## src/rtl/cart_mem_arbiter.sv

```systemverilog
// Cartridge memory arbiter: merges a one-entry download write buffer and a
// one-entry cartridge read buffer onto a single request/ack memory port,
// with a watchdog that aborts accesses whose mem_ack never arrives.
// Optional feature: define CART_READ_CACHE_EN to add a one-entry read tag so
// a repeated read of the last completed address is answered without memory.
module cart_mem_arbiter #(
  parameter logic [7:0] TIMEOUT = 8'd255
) (
  input  logic        clk_sys,
  input  logic        reset,
  input  logic        ioctl_download,
  input  logic        ioctl_wr,
  input  logic [24:0] ioctl_addr,
  input  logic [7:0]  ioctl_dout,
  output logic        ioctl_wait,
  input  logic        cart_rd,
  input  logic [19:0] cart_a,
  output logic [7:0]  cart_d,
  output logic        cart_valid,
  output logic [5:0]  cart_pages,
  output logic        mem_req,
  output logic        mem_we,
  output logic [24:0] mem_addr,
  output logic [7:0]  mem_din,
  input  logic        mem_ack,
  input  logic [7:0]  mem_dout,
  output logic        ovf_err,
  output logic        tmo_err
);

  typedef enum logic [1:0] {IDLE, WR_WAIT, RD_WAIT} state_t;

  state_t      state_q, state_d;
  logic        wbuf_full_q, wbuf_full_d;
  logic [24:0] wbuf_addr_q, wbuf_addr_d;
  logic [7:0]  wbuf_data_q, wbuf_data_d;
  logic        rd_pend_q, rd_pend_d;
  logic [19:0] rd_addr_q, rd_addr_d;
  logic [7:0]  wdog_q, wdog_d;
  logic        mem_req_q, mem_req_d;
  logic        mem_we_q, mem_we_d;
  logic [24:0] mem_addr_q, mem_addr_d;
  logic [7:0]  mem_din_q, mem_din_d;
  logic [7:0]  cart_d_q, cart_d_d;
  logic        cart_valid_q, cart_valid_d;
  logic [5:0]  cart_pages_q, cart_pages_d;
  logic        ovf_q, ovf_d;
  logic        tmo_q, tmo_d;
  logic        dl_q, dl_d;
`ifdef CART_READ_CACHE_EN
  logic        tag_vld_q, tag_vld_d;
  logic [19:0] tag_addr_q, tag_addr_d;
`endif

  logic rd_in, hit, wr_ack, rd_ack, expired, wr_acc, free;

  assign rd_in   = cart_rd & ~ioctl_download;
`ifdef CART_READ_CACHE_EN
  assign hit     = rd_in & tag_vld_q & (tag_addr_q == cart_a) & (state_q == IDLE) & ~rd_pend_q;
`else
  assign hit     = 1'b0;
`endif
  assign wr_ack  = (state_q == WR_WAIT) & mem_ack;
  assign rd_ack  = (state_q == RD_WAIT) & mem_ack;
  assign expired = (state_q != IDLE) & ~mem_ack & (wdog_q == TIMEOUT - 8'd1);
  // a write arriving in the cycle the buffer drains takes the freed slot
  assign wr_acc  = ioctl_wr & (~wbuf_full_q | wr_ack);
  // the port is free when idle or when the outstanding access ends this cycle
  assign free    = (state_q == IDLE) | wr_ack | rd_ack | expired;

  // Next-state: buffers, completion handling, then arbitration of the port
  always_comb begin
    state_d      = state_q;
    wbuf_full_d  = wbuf_full_q;
    wbuf_addr_d  = wbuf_addr_q;
    wbuf_data_d  = wbuf_data_q;
    rd_pend_d    = rd_pend_q;
    rd_addr_d    = rd_addr_q;
    wdog_d       = wdog_q;
    mem_req_d    = 1'b0;
    mem_we_d     = mem_we_q;
    mem_addr_d   = mem_addr_q;
    mem_din_d    = mem_din_q;
    cart_d_d     = cart_d_q;
    cart_valid_d = 1'b0;
    cart_pages_d = cart_pages_q;
    ovf_d        = ovf_q;
    tmo_d        = tmo_q;
    dl_d         = ioctl_download;
`ifdef CART_READ_CACHE_EN
    tag_vld_d    = tag_vld_q;
    tag_addr_d   = tag_addr_q;
`endif

    if (ioctl_download & ~dl_q) begin
      ovf_d = 1'b0;
      tmo_d = 1'b0;
    end
    if (ioctl_wr & ~wr_acc) ovf_d = 1'b1;

    if (rd_in & ~hit) begin
      rd_pend_d = 1'b1;
      rd_addr_d = cart_a;
    end
    if (ioctl_download) rd_pend_d = 1'b0;
    if (hit) cart_valid_d = 1'b1;

    unique case (state_q)
      IDLE: ;
      WR_WAIT: begin
        wdog_d = wdog_q + 8'd1;
        if (mem_ack) begin
          wbuf_full_d  = 1'b0;
          cart_pages_d = wbuf_addr_q[19:14];
          state_d      = IDLE;
        end else if (expired) begin
          tmo_d   = 1'b1;
          state_d = IDLE;
        end
      end
      RD_WAIT: begin
        wdog_d = wdog_q + 8'd1;
        if (mem_ack) begin
          cart_d_d     = mem_dout;
          cart_valid_d = 1'b1;
          state_d      = IDLE;
`ifdef CART_READ_CACHE_EN
          tag_vld_d    = 1'b1;
          tag_addr_d   = mem_addr_q[19:0];
`endif
        end else if (expired) begin
          cart_d_d     = 8'hFF;
          cart_valid_d = 1'b1;
          tmo_d        = 1'b1;
          state_d      = IDLE;
        end
      end
      default: state_d = IDLE;
    endcase

    if (wr_acc) begin
      wbuf_full_d = 1'b1;
      wbuf_addr_d = ioctl_addr;
      wbuf_data_d = ioctl_dout;
    end

    // Arbitration sees the post-update buffers, so the IDLE decision is taken
    // in the same cycle an access completes and back-to-back requests chain.
    if (free && wbuf_full_d) begin
      mem_req_d  = 1'b1;
      mem_we_d   = 1'b1;
      mem_addr_d = wbuf_addr_d;
      mem_din_d  = wbuf_data_d;
      wdog_d     = '0;
      state_d    = WR_WAIT;
    end else if (free && rd_pend_d) begin
      mem_req_d  = 1'b1;
      mem_we_d   = 1'b0;
      mem_addr_d = {5'b0, rd_addr_d};
      rd_pend_d  = 1'b0;
      wdog_d     = '0;
      state_d    = RD_WAIT;
    end

`ifdef CART_READ_CACHE_EN
    if (wr_acc || ioctl_download) tag_vld_d = 1'b0;
`endif
  end

  // State register with asynchronous reset
  always_ff @(posedge clk_sys or posedge reset) begin
    if (reset) begin
      state_q      <= IDLE;
      wbuf_full_q  <= 1'b0;
      wbuf_addr_q  <= '0;
      wbuf_data_q  <= '0;
      rd_pend_q    <= 1'b0;
      rd_addr_q    <= '0;
      wdog_q       <= '0;
      mem_req_q    <= 1'b0;
      mem_we_q     <= 1'b0;
      mem_addr_q   <= '0;
      mem_din_q    <= '0;
      cart_d_q     <= 8'hFF;
      cart_valid_q <= 1'b0;
      cart_pages_q <= '0;
      ovf_q        <= 1'b0;
      tmo_q        <= 1'b0;
      dl_q         <= 1'b0;
`ifdef CART_READ_CACHE_EN
      tag_vld_q    <= 1'b0;
      tag_addr_q   <= '0;
`endif
    end else begin
      state_q      <= state_d;
      wbuf_full_q  <= wbuf_full_d;
      wbuf_addr_q  <= wbuf_addr_d;
      wbuf_data_q  <= wbuf_data_d;
      rd_pend_q    <= rd_pend_d;
      rd_addr_q    <= rd_addr_d;
      wdog_q       <= wdog_d;
      mem_req_q    <= mem_req_d;
      mem_we_q     <= mem_we_d;
      mem_addr_q   <= mem_addr_d;
      mem_din_q    <= mem_din_d;
      cart_d_q     <= cart_d_d;
      cart_valid_q <= cart_valid_d;
      cart_pages_q <= cart_pages_d;
      ovf_q        <= ovf_d;
      tmo_q        <= tmo_d;
      dl_q         <= dl_d;
`ifdef CART_READ_CACHE_EN
      tag_vld_q    <= tag_vld_d;
      tag_addr_q   <= tag_addr_d;
`endif
    end
  end

  assign ioctl_wait = wbuf_full_q;
  assign cart_d     = cart_d_q;
  assign cart_valid = cart_valid_q;
  assign cart_pages = cart_pages_q;
  assign mem_req    = mem_req_q;
  assign mem_we     = mem_we_q;
  assign mem_addr   = mem_addr_q;
  assign mem_din    = mem_din_q;
  assign ovf_err    = ovf_q;
  assign tmo_err    = tmo_q;

endmodule

```

## config.mk

```make
export PLATFORM = sky130hd
export DESIGN_NAME = cart_mem_arbiter
export DESIGN_NICKNAME = d
export VERILOG_FILES = /design/src/rtl/cart_mem_arbiter.sv
export SDC_FILE = /design/constraint.sdc
export NUM_CORES = 1
export LEC_CHECK = 0
export BUFFER_PORTS_ARGS = -buffer_cell sky130_fd_sc_hd__buf_2
export CAP_MARGIN = 15
export CORE_MARGIN = 5
export CORE_UTILIZATION = 40
export CTS_CLUSTER_DIAMETER = 60
export DETAILED_ROUTE_END_ITERATION = 8
export HOLD_SLACK_MARGIN = 0.05
export PLACE_DENSITY = 0.65
export SLEW_MARGIN = 25
export SYNTH_ARGS = -nofsm -noshare
export SYNTH_HDL_FRONTEND = slang
export SYNTH_SLANG_ARGS = --single-unit
```

## constraint.sdc

```tcl
create_clock -name clk_sys -period 3.72 [get_ports clk_sys]
set_clock_uncertainty 0.1 [all_clocks]
set_input_delay 0.744 -clock clk_sys [delete_from_list [all_inputs] [get_ports clk_sys]]
set_output_delay 0.744 -clock clk_sys [all_outputs]
set_load 0.02 [all_outputs]
```

# Word-level counts from Yosys, hierarchy flattened
# Index checks and enable logic that the tools add are counted.
# totals
output_inout_bits,53
wordCells,87
inputBits,67
register_bits,118
# classes
n_bitwise,17
eq_ne,5
mux,35
reduce_logical,12
n_addsub,1
# ops
cell,count
25-bit two-way mux,3
8-bit two-way mux,6
1-bit two-way mux,20
20-bit two-way mux,1
8-bit by 1-bit adder with 8-bit output (second input constant),1
1-bit bitwise AND,8
8-bit == test (second input constant),1
2-bit two-way mux,4
2-bit nonzero test,4
2-bit AND reduction,3
5-bit by 1-bit != test with 1-bit output (second input constant),1
1-bit NOT,5
1-bit OR,4
2-bit one-hot mux with 2 select lines,1
3-bit by 1-bit != test with 1-bit output (second input constant),1
3-bit nonzero test,1
2-bit by 1-bit == test with 1-bit output (second input constant),1
2-bit == test (second input constant),1
1-bit logical AND,2
2-bit logical NOT,1
2-bit OR reduction,1

# Logic depth before layout (Yosys ltp)
# depth
ltp_word,8
ltp_mapped,9
mapped_depth_nobuf,7

# Worst setup path before layout
# OpenSTA, ideal clock, no wires.
# synth_timing
kind,input port to flip-flop
start,input port mem_ack
end,"register mem_din_q[0], in the netlist mem_din[0]"
setup_ps,125
path_stages,6
required_time_ps,3495
t_arrival_ps,1925
n_path_buf,2
slack_ps,1571
path_cell_list,nand4b_1 o211a_1 buf_6 nor2_4 buf_2 mux2_2
# synth_between
elab_chain_len,5
word_cells_on_any_way,15
classes_between,mux (4); bitwise (10); reduce/logical (1)
# synth_rtl
element,line,text
from (decl),25,"input logic mem_ack,"
1-bit bitwise AND / 1-bit NOT (equally long branches),"63, 65",
"1-bit OR, or another cell as far along (2 in series)",69,assign free = (state_q == IDLE) | wr_ack | rd_ack | expired;
1-bit OR / 1-bit two-way mux (equally long branches),"69, 141",
1-bit logical AND,149,if (free && wbuf_full_d) begin
to (signal assigned),205,mem_din_q <= mem_din_d;
to (decl),43,"logic [7:0] mem_din_q, mem_din_d;"
# Several ways; a longest one is shown, not always the timed one.
# A chain may end at the register's enable or synchronous reset.

# Worst setup path after layout
# layout_timing
start,register state_q[1]
end,"register mem_din_q[2], in the netlist mem_din[2]"
# layout_between
word_cells_on_any_way,17
classes_between,eq/ne (2); mux (3); bitwise (9); reduce/logical (3)
# layout_lines
element,line,text
from (decl),33,"state_t state_q, state_d;"
from (signal assigned),195,state_q <= state_d;
2-bit by 1-bit == test with 1-bit output,63,assign wr_ack = (state_q == WR_WAIT) & mem_ack;
1-bit bitwise AND,63,
1-bit OR,67,assign wr_acc = ioctl_wr & (~wbuf_full_q | wr_ack);
1-bit bitwise AND,67,
8-bit two-way mux,141,if (wr_acc) begin
named net wbuf_data_d[2],36,"logic [7:0] wbuf_data_q, wbuf_data_d;"
# The timed path passes the listed nets, and every way through them passes these cells.

==> flow_summary_export.csv <==
group,metric,value,unit
clock_tree,cts_post_setup_buffers_inserted,0,
setup_path,crit_arrival,2.90,ns
synthesis,yosysWarnings,0,
finish,mostFrequentLayoutCells,"buf_2, dfrtp_1, nand2_1",
worst_hold_path,hp-class,"flip-flop to flip-flop",
detailed_routing,wire_per_inst,16.5,um
floorplanning,core_area,12100,um^2
finish,finish.instance_area,6360,um^2
worst_hold_path,min_path_cells,2,
global_routing,antenna_found_initial,2,
setup_path,cp_data_required_time,3.91,ns
worst_hold_path,hp-start,"wbuf_addr_q[3]$_DFF_PP0_",
clock_tree,h-tree-depth,4,
placement,portBuffers,119,
floorplanning,die_area,14600,um^2
detailed_routing,dr.pass1.iters,4,
synthesis,synth-async-reset-ratio,1.00,
detailed_routing,postRouteAntennaNets,0,
placement,place_area,5650,um^2
synthesis,ys_types,40,
detailed_routing,drt_iter0_drc,256,
floorplanning,num_rows,40,
synthesis,synthAdderAreaFrac,0.0127,
floorplanning,ios,120,
power_and_ir_drop,leakagePower,3.12,nW
synthesis,synthTopCellsByArea,"dfrtp_1, mux2_2, nand2_1, dfstp_2, a211o_1",
power_and_ir_drop,vdd_drop_max,0.000373,V
clock_tree,cts-root-buf,"clkbuf_16",
floorplanning,die_x,121,um
run,cap_violations,0,
timing,tightest_slew,0.789,ns
power_and_ir_drop,power,0.00593,W
timing,slew_violations,0,
timing,clock.fmax,0.369,GHz
finish,final_common_cell,"buf_2",
clock_tree,hold_buffers,0,
global_routing,first_global_vias,3788,
setup_path,cpPeakStageDelay,0.55,ns
setup_path,crit_chain,"inv_1, ha_1, a21bo_2, nand2_2, mux2_1, mux2_2",
floorplanning,die_y,121,um
power_and_ir_drop,p_per_area,933,nW/um^2
setup_path,crit_slowest_cell,"nand2_2",
detailed_routing,drc_errors,0,
clock_tree,cts.clk_slew.worst_paths,0.05,ns
clock_tree,cts_sinks,118,
global_routing,track_usage,0.170,
detailed_routing,routed_wl,11.7,mm
clock_tree,ctsResizeCount,0,
clock_tree,cts_tree,"done",
finish,nets,600,
setup_path,worstReg2RegEnd,"mem_din[2]$_DFFE_PP0N_",
placement,place.gp.congestion,0.766,
timing,rsz0062_at_grt,"false",
synthesis,yosysTopAreaCellShare,0.559,
synthesis,synthesis.area,4930,um^2
setup_path,r2r-start,"state_q[1]$_DFFE_PP0P_",
synthesis,mappedNetlistNets,483,
synthesis,synth_compound_area_frac,0.0980,
detailed_routing,num_vias,3572,
setup_path,r2r_slack,1.01,ns
setup_path,cp_top_family,"multiplexers",
finish,area_growth,29.1,%
synthesis,syn_area_per_cell,12.0,um^2
clock_tree,cts_inserted_buffers,17,
timing,fin_setup_tns,0,ns
setup_path,start_kind,"flip-flop",
global_routing,grt_max_degree,119,
synthesis,synth_cells,411,
global_routing,grt_pass1_wl,19.3,mm
timing,finalCriticalPeriod,2.71,ns
floorplanning,initial_core_util,0.409,
setup_path,crit_fanout,33,
synthesis,ys_ff_latch,118,
synthesis,yosysTopAreaCell,"dfrtp_1",
synthesis,synth-edff-count,0,
placement,hpwl,7.76,mm
detailed_routing,viasPerCell,5.02,
run_status,status,"finished, final reports clean",
setup_path,worst_setup_path_end_kind,"flip-flop",
timing,post-route-period-util,0.728,
synthesis,synth_flop_cell,"dfrtp_1",
synthesis,synth_xor_area_frac,0.0124,
setup_path,worstRegToRegCells,6,
synthesis,synth.mux.area_fraction,0.107,
synthesis,yosysSeqAreaShare,0.601,
timing,hold_violations,0,
clock_tree,clk_latency,0.40,ns
synthesis,synthSimpleGateAreaFrac,0.136,
timing,finalSetupViolations,0,
worst_hold_path,whs_endpoint,"wbuf_addr_q[3]$_DFF_PP0_",
timing,slew_headroom,0.474,
synthesis,synth_top_family_by_area,"simple AND/OR/NAND/NOR gates",
clock_tree,cts_buffer_depth,2,
global_routing,overflow,0,
setup_path,crit_buf_inv,1,
finish,drive_gt1_frac,0.403,
finish,fillers,1071,
setup_path,path_class,"flip-flop to flip-flop",
## where the power goes
group	internal [W]	leakage (nW)	switching (W)	total (W)
clock	0.00133	0.328	0.000566	0.00189
sequential	0.00182	1.43	0.000252	0.00207
combinational	0.000789	1.36	0.00118	0.00197
## layout make-up
class,count,area (um^2),area share
antenna,2,5.00,0.000787
clock buffer,21,480,0.0755
clock inverter,11,219,0.0344
inverter,7,30.0,0.00472
multi-input combinational,261,1810,0.285
sequential,118,2960,0.466
tap,168,210,0.0331
timing repair buffer,123,638,0.100
## kinds of logic (layout without fill, tap and decap cells)
kind of cell,Yosys count,count (layout)
adders and majority gates,5,5
AOI/OAI and AO/OA,65,65
DFF,118,118
buffers and inverters,32,162
other,0,2
and+or+nand+nor,137,137
xor gates and xnor gates,7,7
muxes,47,47
## cells in the mapped netlist (all sizes together), types with 4 or more instances
cell type  instances
dfrtp            110
a211o             20
nor3b             20
dfstp              8
buf               10
inv                7
nand2             65
o22a               8
nand3             21
a22o               7
nor2              16
a21oi             21
nand4              4
xor2               4
ha                 5
mux2              47
clkbuf            15
## worst max-delay path by stage
stage                                      start                   endpoint  slack, ns  cells past startpoint
after global placement                   mem_ack     mem_din[0]$_DFFE_PP0N_       0.88                      5
final                     state_q[1]$_DFFE_PP0P_     mem_din[2]$_DFFE_PP0N_       1.01                      6
after CTS                 state_q[1]$_DFFE_PP0P_     mem_din[1]$_DFFE_PP0N_       1.01                      6
after detailed placement                ioctl_wr      wdog_q[1]$_DFFE_PP0P_       0.72                      5
after floorplan                            reset  cart_pages[0]$_DFFE_PP0P_       1.44                      1
after global routing      state_q[1]$_DFFE_PP0P_     mem_din[0]$_DFFE_PP0N_       0.78                      6
## stage by stage
| stage | cells | setup slack, ns | utilization | hold slack [ns] |
|---|---|---|---|---|
| after floorplan | 411 | 1.44 | - | 0.346 |
| after global placement | 677 | 0.884 | 0.469 | 0.358 |
| after detailed placement | 677 | 0.719 | 0.469 | 0.363 |
| after CTS | 709 | 1.01 | 0.527 | 0.377 |
| after global routing | 711 | 0.780 | 0.527 | 0.393 |
| final | 711 | 1.01 | 0.527 | 0.375 |
## per-layer routing
layer,routed length (um),vias up,GRT usage
li1,-,1675,-
met1,5480,1766,0.233
met2,5270,121,0.249
met3,806,10,0.0573
met4,176,0,0.0630
met5,0,-,0
## flip-flops by register name (all words and copies together) (netlist names)
register	cells
cart_d	8
dl_q	1
rd_pend_q	1
tmo_err	1
wbuf_addr_q	25
mem_addr	25
cart_pages	6
ovf_err	1
rd_addr_q	20
cart_valid	1
mem_req	1
wdog_q	8
mem_we	1
wbuf_data_q	8
mem_din	8
state_q	2
ioctl_wait	1
## worst reg2reg max path, stage by stage, from the launching register on
cell	delay, ns
dfrtp_1	0.37
inv_1	0.09
ha_1	0.23
a21bo_2	0.46
nand2_2	0.56
mux2_1	0.52
mux2_2	0.26
Power figures use the tool's default switching activity.
